==> src/rtl/lfsr_encrypt.sv <==
// LFSR stream cipher: writes a PAD preamble followed by the plaintext message, each byte
// XORed with a 6-bit LFSR keystream, into ciphertext memory at one byte per cycle.
module lfsr_encrypt #(
    parameter logic [7:0] MSG_BASE = 8'd0,
    parameter logic [7:0] CT_BASE  = 8'd64,
    parameter int unsigned LEN     = 64,
    parameter logic [7:0] PAD      = 8'h5F
) (
    input  logic       clk,
    input  logic       init,
    input  logic       start,
    input  logic [2:0] taps_sel,
    input  logic [5:0] seed,
    input  logic [3:0] pre_len,
    output logic [7:0] rd_addr,
    input  logic [7:0] rd_data,
    output logic       wr_en,
    output logic [7:0] wr_addr,
    output logic [7:0] wr_data,
    output logic       busy,
    output logic       done
);

    localparam logic [7:0] LastK = 8'(LEN - 1);

    typedef enum logic [1:0] {StIdle, StRun, StDone} state_e;

    state_e     state_q, state_d;
    logic [7:0] k_q, k_d;
    logic [5:0] lfsr_q, lfsr_d;
    logic [5:0] taps_q, taps_d;
    logic [3:0] pre_len_q, pre_len_d;

    logic [5:0] taps_dec;
    logic [5:0] seed_fix;
    logic [3:0] pre_len_clamp;
    logic [7:0] pre_len_ext;
    logic [7:0] plain;

    // Decode the start-time configuration into the values that get latched.
    always_comb begin
        case (taps_sel)
            3'd0:    taps_dec = 6'h21;
            3'd1:    taps_dec = 6'h2D;
            3'd2:    taps_dec = 6'h30;
            3'd3:    taps_dec = 6'h33;
            3'd4:    taps_dec = 6'h36;
            3'd5:    taps_dec = 6'h39;
            default: taps_dec = 6'h21;
        endcase
        // An all-zero state would lock the LFSR forever.
        seed_fix = (seed == 6'h00) ? 6'h01 : seed;
        if (pre_len < 4'd7) begin
            pre_len_clamp = 4'd7;
        end else if (pre_len > 4'd12) begin
            pre_len_clamp = 4'd12;
        end else begin
            pre_len_clamp = pre_len;
        end
    end

    // State register; init wins over any other activity in the same cycle.
    always_ff @(posedge clk) begin
        if (init) begin
            state_q   <= StIdle;
            k_q       <= 8'd0;
            lfsr_q    <= 6'd0;
            taps_q    <= 6'd0;
            pre_len_q <= 4'd0;
        end else begin
            state_q   <= state_d;
            k_q       <= k_d;
            lfsr_q    <= lfsr_d;
            taps_q    <= taps_d;
            pre_len_q <= pre_len_d;
        end
    end

    // Next-state logic: accept start only in idle, step the LFSR and byte index in run.
    always_comb begin
        state_d   = state_q;
        k_d       = k_q;
        lfsr_d    = lfsr_q;
        taps_d    = taps_q;
        pre_len_d = pre_len_q;
        case (state_q)
            StIdle: begin
                if (start) begin
                    state_d   = StRun;
                    k_d       = 8'd0;
                    lfsr_d    = seed_fix;
                    taps_d    = taps_dec;
                    pre_len_d = pre_len_clamp;
                end
            end
            StRun: begin
                lfsr_d = {lfsr_q[4:0], ^(lfsr_q & taps_q)};
                if (k_q == LastK) begin
                    state_d = StDone;
                end else begin
                    k_d = k_q + 8'd1;
                end
            end
            StDone: begin
                state_d = StIdle;
            end
            default: begin
                state_d = StIdle;
            end
        endcase
    end

    // Outputs: memory interface is active only in run and held at zero otherwise.
    always_comb begin
        wr_en       = 1'b0;
        wr_addr     = 8'd0;
        wr_data     = 8'd0;
        rd_addr     = 8'd0;
        busy        = (state_q == StRun);
        done        = (state_q == StDone);
        pre_len_ext = {4'd0, pre_len_q};
        plain       = PAD;
        if (state_q == StRun) begin
            wr_en   = 1'b1;
            wr_addr = CT_BASE + k_q;
            if (k_q >= pre_len_ext) begin
                rd_addr = MSG_BASE + (k_q - pre_len_ext);
                plain   = rd_data;
            end else begin
                rd_addr = MSG_BASE;
                plain   = PAD;
            end
            wr_data = plain ^ {2'b00, lfsr_q};
        end
    end

endmodule

==> config.mk <==
export PLATFORM = sky130hd
export DESIGN_NAME = lfsr_encrypt
export DESIGN_NICKNAME = d
export VERILOG_FILES = /design/src/rtl/lfsr_encrypt.sv
export SDC_FILE = /design/constraint.sdc
export NUM_CORES = 1
export LEC_CHECK = 0
export ABC_AREA = 1
export CELL_PAD_IN_SITES_DETAIL_PLACEMENT = 0
export CELL_PAD_IN_SITES_GLOBAL_PLACEMENT = 2
export CORE_ASPECT_RATIO = 0.9
export CORE_MARGIN = 2
export CORE_UTILIZATION = 26
export CTS_CLUSTER_DIAMETER = 80
export DETAILED_ROUTE_END_ITERATION = 8
export GPL_ROUTABILITY_DRIVEN = 0
export PLACE_DENSITY = 0.87
export SYNTH_ARGS = -nofsm -noshare
export SYNTH_HDL_FRONTEND = slang
export SYNTH_SLANG_ARGS = --single-unit
export TNS_END_PERCENT = 5
==> constraint.sdc <==
create_clock -name clk -period 3.78 [get_ports clk]
set_clock_uncertainty 0.2 [all_clocks]
set_input_delay 0.567 -clock clk [delete_from_list [all_inputs] [get_ports clk]]
set_output_delay 0.567 -clock clk [all_outputs]
set_load 0.02 [all_outputs]
# Word-level counts from Yosys, hierarchy flattened
# Index checks and enable logic that the tools add are counted.
[totals]
out_inout_bits = 27
input_bits = 24
register_bits = 26
[classes]
magnitude_cmp = 3
n_mux = 19
add_sub_neg = 3
reduce_logical = 8
eq_ne = 11
bitwise_logic = 2
[ops]
columns = ["cell", "count"]
rows = [
  ["$mux 8", 8],
  ["$pmux 5 s5", 1],
  ["$pmux 8 s2", 1],
  ["$mux 6", 2],
  ["$pmux 6 s2", 1],
  ["$add 7x8->8 const A", 1],
  ["$add 8x1->8 const B", 1],
  ["$eq 8x6->1 const B", 1],
  ["$ge 8x4->1", 1],
  ["$mux 4", 2],
  ["$sub 8x4->8", 1],
  ["$xor 8x6->8", 1],
  ["$and 6x6->6", 1],
  ["$eq 3x2->1 const B", 2],
  ["$eq 3x3->1 const B", 2],
  ["$logic_not 6->1", 1],
  ["$reduce_and 2->1", 3],
  ["$reduce_xor 6->1", 1],
  ["$gt 4x4->1 const B", 1],
  ["$lt 4x3->1 const B", 1],
  ["$mux 2", 2],
  ["$ne 2x2->1 const B", 2],
  ["$pmux 2 s2", 1],
  ["$eq 3x1->1 const B", 1],
  ["other kinds (7)", 7],
]

# Longest topological paths before layout
# Gate-level depths: netlist (run 1).
[logic_depth]
depth_word = 5
ltp_mapped = 12
mapped_depth_nobuf = 12

# Worst setup path after synthesis (run 1)
# OpenSTA, ideal clock, no wires.
[synth_path]
kind = "reg2out"
from = "reg k_q[0]"
to = "out rd_addr[2]"
required_time_ns = 3.013
path_stages_with_launch = 11
arrival_ns = 1.884
setup_slack_ns = 1.129
n_path_buf = 0
path_cell_list = "dfxtp_1 > inv_1 > ha_1 > inv_1 > fa_1 > nand2_1 > nand2_1 > nand2_1 > nand4_2 > nand2_2 > nor3b_1"
[synth_via]
elab_chain_len = 3
elab_cells_between_ends = 4
[synth_rtl]
columns = ["element", "line", "source"]
rows = [
  ["from (decl)", "29", "logic [7:0] k_q, k_d;"],
  ["from (signal assigned)", "72", "k_q <= k_d;"],
  ["$sub 8x4->8 or $ge 8x4->1 (tied branches)", "127, 126", ""],
  ["$mux 8 (*)", "126", "if (k_q >= pre_len_ext) begin"],
  ["$mux 8 (*)", "123", "if (state_q == StRun) begin"],
  ["to (decl)", "15", "output logic [7:0] rd_addr,"],
]
# Every way passes the cells marked *; elsewhere a longest branch is shown, timed or not.

# Final worst setup path (run 1)
[layout_path]
from = "reg k_q[0]"
to = "out wr_data[1]"
[layout_via]
elab_chain_len = 5
[layout_rtl]
columns = ["element", "line", "source"]
rows = [
  ["$ge 8x4->1", "126", ""],
  ["$mux 8", "126", ""],
  ["$mux 8", "123", ""],
  ["$xor 8x6->8", "133", "wr_data = plain ^ {2'b00, lfsr_q};"],
  ["$mux 8", "123", ""],
  ["to (decl)", "19", "output logic [7:0] wr_data,"],
]
# Every way passes these cells. The select of a mux whose other input is x is not followed.

==> flow_summary.ini, run 1 <==
[hold_path]
min_path_type = reg -> reg
min_from = taps_q[3]
min_path_cells = 2
hold_end = taps_q[3]

[cts]
tritoncts = done
post_cts_buffers = 0
clockBufferDepth = 2
clk_pin_slew_worst_paths_ns = 0.10
cts-resized-gates = 0
clkLatencyLatePin_ns = 0.27
h-tree-depth = 1
postCtsHoldBufs = 0
cts_made_buffers = 3
clock_sinks = 26
clock-root-buffer = clkbuf_8

[route]
viasPerCell = 4.38
drtIter0Drc = 98
drcViolationCount = 0
vias = 1839
first_pass_iters = 4
wl_per_cell_um = 11.6
postRouteAntennaNets = 0
wirelength_um = 4870

[logic_synthesis]
avgSynthCellArea_sq_um = 6.22
syn_area_sq_um = 1750
synth-main-ff-cell = dfxtp_1
ys_seq_area_share_pct = 29.7
synth_warnings = 0
syn-num-nets = 313
synth-seq-cells = 26
synthCells = 282
ys_types = 29
synth_edf_count = 0
async_flop_share_pct = 0

[power]
leakagePower_nw = 1.05
power_density_nw_per_um2 = 319
ir_worst_vdd_mv = 0.153
power.total_mw = 0.771

[finish]
drive_gt1_share_pct = 5.15
regArea_sq_um = 520
multi_input_area_sq_um = 1050
fillers = 726
diodes = 0
area_delta_synth_final_pct = 37.7
stdcell_area_sq_um = 2420
utilization_pct = 36.9
nets = 362

[placed_design]
dpl_cell_area_sq_um = 2340
hpwl_um = 3820
portBuffers = 50

[setup_path]
crit_required_ns = 3.01
reg2regPathDepth = 7
cp-start-kind = register
worst_setup_path_end_kind = output port
cpLargestDelayFamily = buffers and inverters
worst_path_most_repeated_cell = nand2_1
cpPeakStageDelay_ns = 0.60
r2r-end = lfsr_q[1]
critPathSlowestCell = clkdlybuf4s50_1
path_class = reg -> out
r2r_start = state_q[1]
cp.arrival_ns = 2.73
r2r_setup_slack_ns = 1.84
cp_max_fo = 9
crit_chain = inv_1, ha_1, inv_1, fa_1, nand2_1, nand2_1, nand2_1, nand4_4, nand2_1, nor2_1, nor2_1, clkdlybuf4s50_1
crit_buf_inv = 3

[timing]
hold_viol_final = 0
slew_headroom_pct = 56.9
slew_violations = 0
rsz0062_at_grt = no
layout_min_cycle_time_ns = 3.50
tns_ns = 0
finalCritPeriodShare_pct = 92.5
setup_viol = 0
fmax_mhz = 286
tightest_slew_ns = 0.644

[grt]
grt_pass1_wl_um = 7930
antenna_found_initial = 0
grt_max_degree = 21
grt_pass1_vias = 1648
globalRouteTotalUtil_pct = 13.2
gr-total-overflow = 0

[die]
core.rowCount = 28
initial_core_util_pct = 26.8
core_area_sq_um = 6550
fp.dieH_um = 81.9
die_w_um = 90.6
fp.dieArea_sq_um = 7420
ios = 51

[status]
status = finished, final reports clean

[job]
drv_cap = 0
[routing by layer]
metal / up-vias / track usage (%) / share of wire (%)
met4: 0 / 2.00 / 0.39
met2: 28 / 20.8 / 43
li1: 985 / - / -
met1: 824 / 18.7 / 52
met5: - / 0 / 0
met3: 2 / 2.94 / 4.1
[cell families (layout without fill, tap and decap cells)]
logic type | after synthesis | count (layout) | share of synthesized area (%)
simple gates | 151 | 151 | 37.3
flops | 26 | 26 | 29.7
xor+xnor | 6 | 6 | 3.00
fa+ha+maj | 7 | 7 | 5.42
compound gates | 43 | 43 | 13.4
buf+inv | 49 | 97 | 11.2
[state kept, by name, summed over array words and instances, names as in the netlist]
register	flops
lfsr_q	6
k_q	8
taps_q	6
pre_len_q	4
state_q	2
[placed cells by master, fill, tap and decap left out, types with 2 or more instances in the layout]
| cell type | n |
|---|---|
| o31ai_1 | 2 |
| a21oi_1 | 22 |
| dfxtp_1 | 26 |
| clkbuf_8 | 3 |
| clkdlybuf4s50_1 | 50 |
| nand2_1 | 75 |
| nand2_4 | 2 |
| nor3_2 | 3 |
| nand3_1 | 14 |
| inv_1 | 41 |
| a22oi_1 | 2 |
| xor2_1 | 4 |
| o21ai_0 | 12 |
| xnor2_1 | 2 |
| nor3b_1 | 2 |
| nand2_2 | 2 |
| nor2_1 | 48 |
| ha_1 | 6 |
| a31oi_1 | 2 |
[where the power goes]
part	leakage [nW]	switching (mW)	internal (mW)
Combinational	0.801	0.134	0.102
Clock	0.0357	0.0900	0.142
Sequential	0.213	0.0138	0.290
[cell type report]
type	instances	share of cell area (%)
clock buffer	3	1.71
tap	90	4.66
multi-input combinational	207	43.3
sequential	26	21.5
inverter	42	6.53
timing repair buffer	51	21.0
clock inverter	1	1.24
[worst max-delay path by stage]
stage / end / cells after the start / startpoint / slack [ns]
after floorplan: rd_addr[2] / 10 / k_q[0] / 1.13
after global placement: wr_data[1] / 12 / k_q[0] / 0.59
after detailed placement: wr_data[1] / 12 / k_q[0] / 0.46
after CTS: wr_data[1] / 12 / k_q[0] / 0.15
after global routing: wr_data[5] / 12 / k_q[0] / 0.04
final: wr_data[1] / 12 / k_q[0] / 0.28
[cells in the mapped netlist, types with 2 or more instances]
cell type	count	share of area (%)
nand2_1	75	16
nor2_1	48	10
inv_1	41	8.8
dfxtp_1	26	30
a21oi_1	22	6.3
nand3_1	14	4.0
o21ai_0	12	3.4
ha_1	6	4.3
xor2_1	4	2.0
buf_4	3	1.3
clkbuf_1	3	0.64
nor3_2	3	1.7
a22oi_1	2	0.86
a31oi_1	2	0.71
nand2_2	2	0.71
nand2_4	2	1.3
nand4_2	2	1.4
nor3b_1	2	0.86
o31ai_1	2	0.86
xnor2_1	2	1.0
[worst reg2reg max path, delay by kind of cell, from the launching register on]
kind                   cells  cell delay (ns)
flip-flops                 1             0.35
buffers and inverters      3             0.42
AND/OR/NAND/NOR            3             0.75
AO/OA/AOI/OAI              1             0.14
[per-stage QoR]
step / hold slack, ns / worst slack, ns / cells
after floorplan: 0.219 / 1.13 / 282
after global placement: 0.244 / 0.586 / 416
after detailed placement: 0.248 / 0.464 / 416
after CTS: 0.266 / 0.148 / 420
after global routing: 0.290 / 0.0409 / 420
final: 0.265 / 0.284 / 420
Power figures use the tool's default switching activity.
==> run 2: changes to the inputs <==
--- a/config.mk
+++ b/config.mk
@@ -6,10 +6,11 @@
 export NUM_CORES = 1
 export LEC_CHECK = 0
 export ABC_AREA = 1
+export CAP_MARGIN = 15
 export CELL_PAD_IN_SITES_DETAIL_PLACEMENT = 0
 export CELL_PAD_IN_SITES_GLOBAL_PLACEMENT = 2
 export CORE_ASPECT_RATIO = 0.9
-export CORE_MARGIN = 2
+export CORE_MARGIN = 1
 export CORE_UTILIZATION = 26
 export CTS_CLUSTER_DIAMETER = 80
 export DETAILED_ROUTE_END_ITERATION = 8
==> run 2 against run 1 <==
Against the previous run: combinational power hardly changed; flip-flop and latch count stayed put; critical path type unchanged; largest cell class unchanged; non-clock buffer count stayed put; worst setup slack better by 0.021 ns; cell area is 0.57% lower; worst hold slack worse by 0.011 ns; highest routed layer unchanged; via count is 0.11% lower.
==> flow_summary.ini, run 2 (synthesized netlist as in run 1, its figures left out) <==
[timing]
tns_ns = 0
setup_viol = 0
slew_headroom_pct = 58.5
hold_ws_ns = 0.254
fmax_mhz = 288
hold_viol_final = 0
rsz0062_at_grt = no
tightest_slew_ns = 0.621
slew_violations = 0
setup_ws_ns = 0.306
layout_min_cycle_time_ns = 3.47
finalCritPeriodShare_pct = 91.9

[finish]
top_register = k_q
largest_reg_flops = 8
reg_top3 = k_q (8), lfsr_q (6), taps_q (6)
multi_input_area_sq_um = 1050
stdcell_area_sq_um = 2400
utilization_pct = 36.7
final_common_cell = nand2_1
mostFrequentLayoutCells = 75 x nand2_1, 49 x clkdlybuf4s50_1, 48 x nor2_1
regArea_sq_um = 520
diodes = 0
fin_cells = 420
fillers = 716
drive_gt1_share_pct = 5.15
area_delta_synth_final_pct = 36.9
nets = 362

[job]
drv_cap = 0

[die]
core.rowCount = 28
fp.dieArea_sq_um = 7080
initial_core_util_pct = 26.8
core_area_sq_um = 6550
fp.dieH_um = 79.9
die_w_um = 88.6
ios = 51

[route]
drtIter0Drc = 122
wl_per_cell_um = 11.2
viasPerCell = 4.37
drcViolationCount = 0
wirelength_um = 4710
vias = 1837
postRouteAntennaNets = 0
first_pass_iters = 6

[grt]
gr-total-overflow = 0
grt_max_degree = 21
globalRouteTotalUtil_pct = 14.3
antenna_found_initial = 0
grt_pass1_wl_um = 7860
grt_pass1_vias = 1656

[power]
p_sw_share_pct = 32.9
power.total_mw = 0.722
clockPowerShare_pct = 25.4
p_comb_share_pct = 32.6
ir_worst_vdd_mv = 0.104
p_switching_mw = 0.237
leakagePower_nw = 1.06
pwr-share-seq_pct = 42.0
internal_power_mw = 0.484
power_density_nw_per_um2 = 300

[cts]
postCtsHoldBufs = 0
cts_made_buffers = 3
clockBufferDepth = 2
h-tree-depth = 1
clock-root-buffer = clkbuf_8
clk_pin_slew_worst_paths_ns = 0.09
tritoncts = done
clkLatencyLatePin_ns = 0.27
clock_sinks = 26

[placed_design]
hpwl_um = 3650
dp.cells = 416
dpl_cell_area_sq_um = 2340
post-place-ws_ns = 0.492
portBuffers = 50

[setup_path]
cp_max_fo = 9
cp-start-kind = register
cp.arrival_ns = 2.71
worst_setup_path_end_kind = output port
crit_required_ns = 3.01
path_class = reg -> out

[status]
status = finished, final reports clean

[hold_path]
min_path_type = reg -> reg
==> run 2: routing by layer <==
layer	global-route usage, %	vias up	part of all wire, %
li1	-	986	-
met1	20.3	825	52
met4	1.94	0	0.32
met5	0	-	0
met2	22.4	24	44
met3	3.10	2	3.8
==> run 2: worst paths after layout <==
check              from    endpoint  slack (ns)  cells past startpoint
max              k_q[0]  wr_data[2]        0.31                     12
min           taps_q[3]   taps_q[3]        0.25                      2
max reg2reg  state_q[1]   lfsr_q[1]        1.83                      7
min reg2reg   taps_q[3]   taps_q[3]        0.25                      2
==> run 2: repair_timing <==
action / in CTS / in global routing
resized for setup: 0 / 2
setup endpoints to repair: 0 / 10
buffers inserted: 0 / 0
==> run 2: power groups by stage <==
stage / registers, mW / logic (mW) / clock network, mW
after floorplan: 0.305 / 0.146 / 0
after global placement: 0.309 / 0.234 / 0
after detailed placement: 0.309 / 0.235 / 0
after CTS: 0.303 / 0.236 / 0.190
after global routing: 0.305 / 0.267 / 0.201
final: 0.303 / 0.236 / 0.183
==> run 2: final cells by class <==
cell class / instances / area share (%)
clock buffers: 4 / 2.29
repair buffers: 51 / 21.3
multi-input cells: 207 / 43.5
flip-flops and latches: 26 / 21.7
well taps: 90 / 4.69
inverters: 42 / 6.56
==> run 2: worst max-delay path, cell delays in order (launching register included) <==
cell             delay (ns)
dfxtp_1                0.35
inv_1                  0.11
ha_1                   0.15
inv_1                  0.06
fa_1                   0.40
nand2_1                0.09
nand2_1                0.07
nand2_1                0.11
nand4_4                0.20
nand2_1                0.14
nor2_1                 0.04
nor2_1                 0.11
clkdlybuf4s50_1        0.60
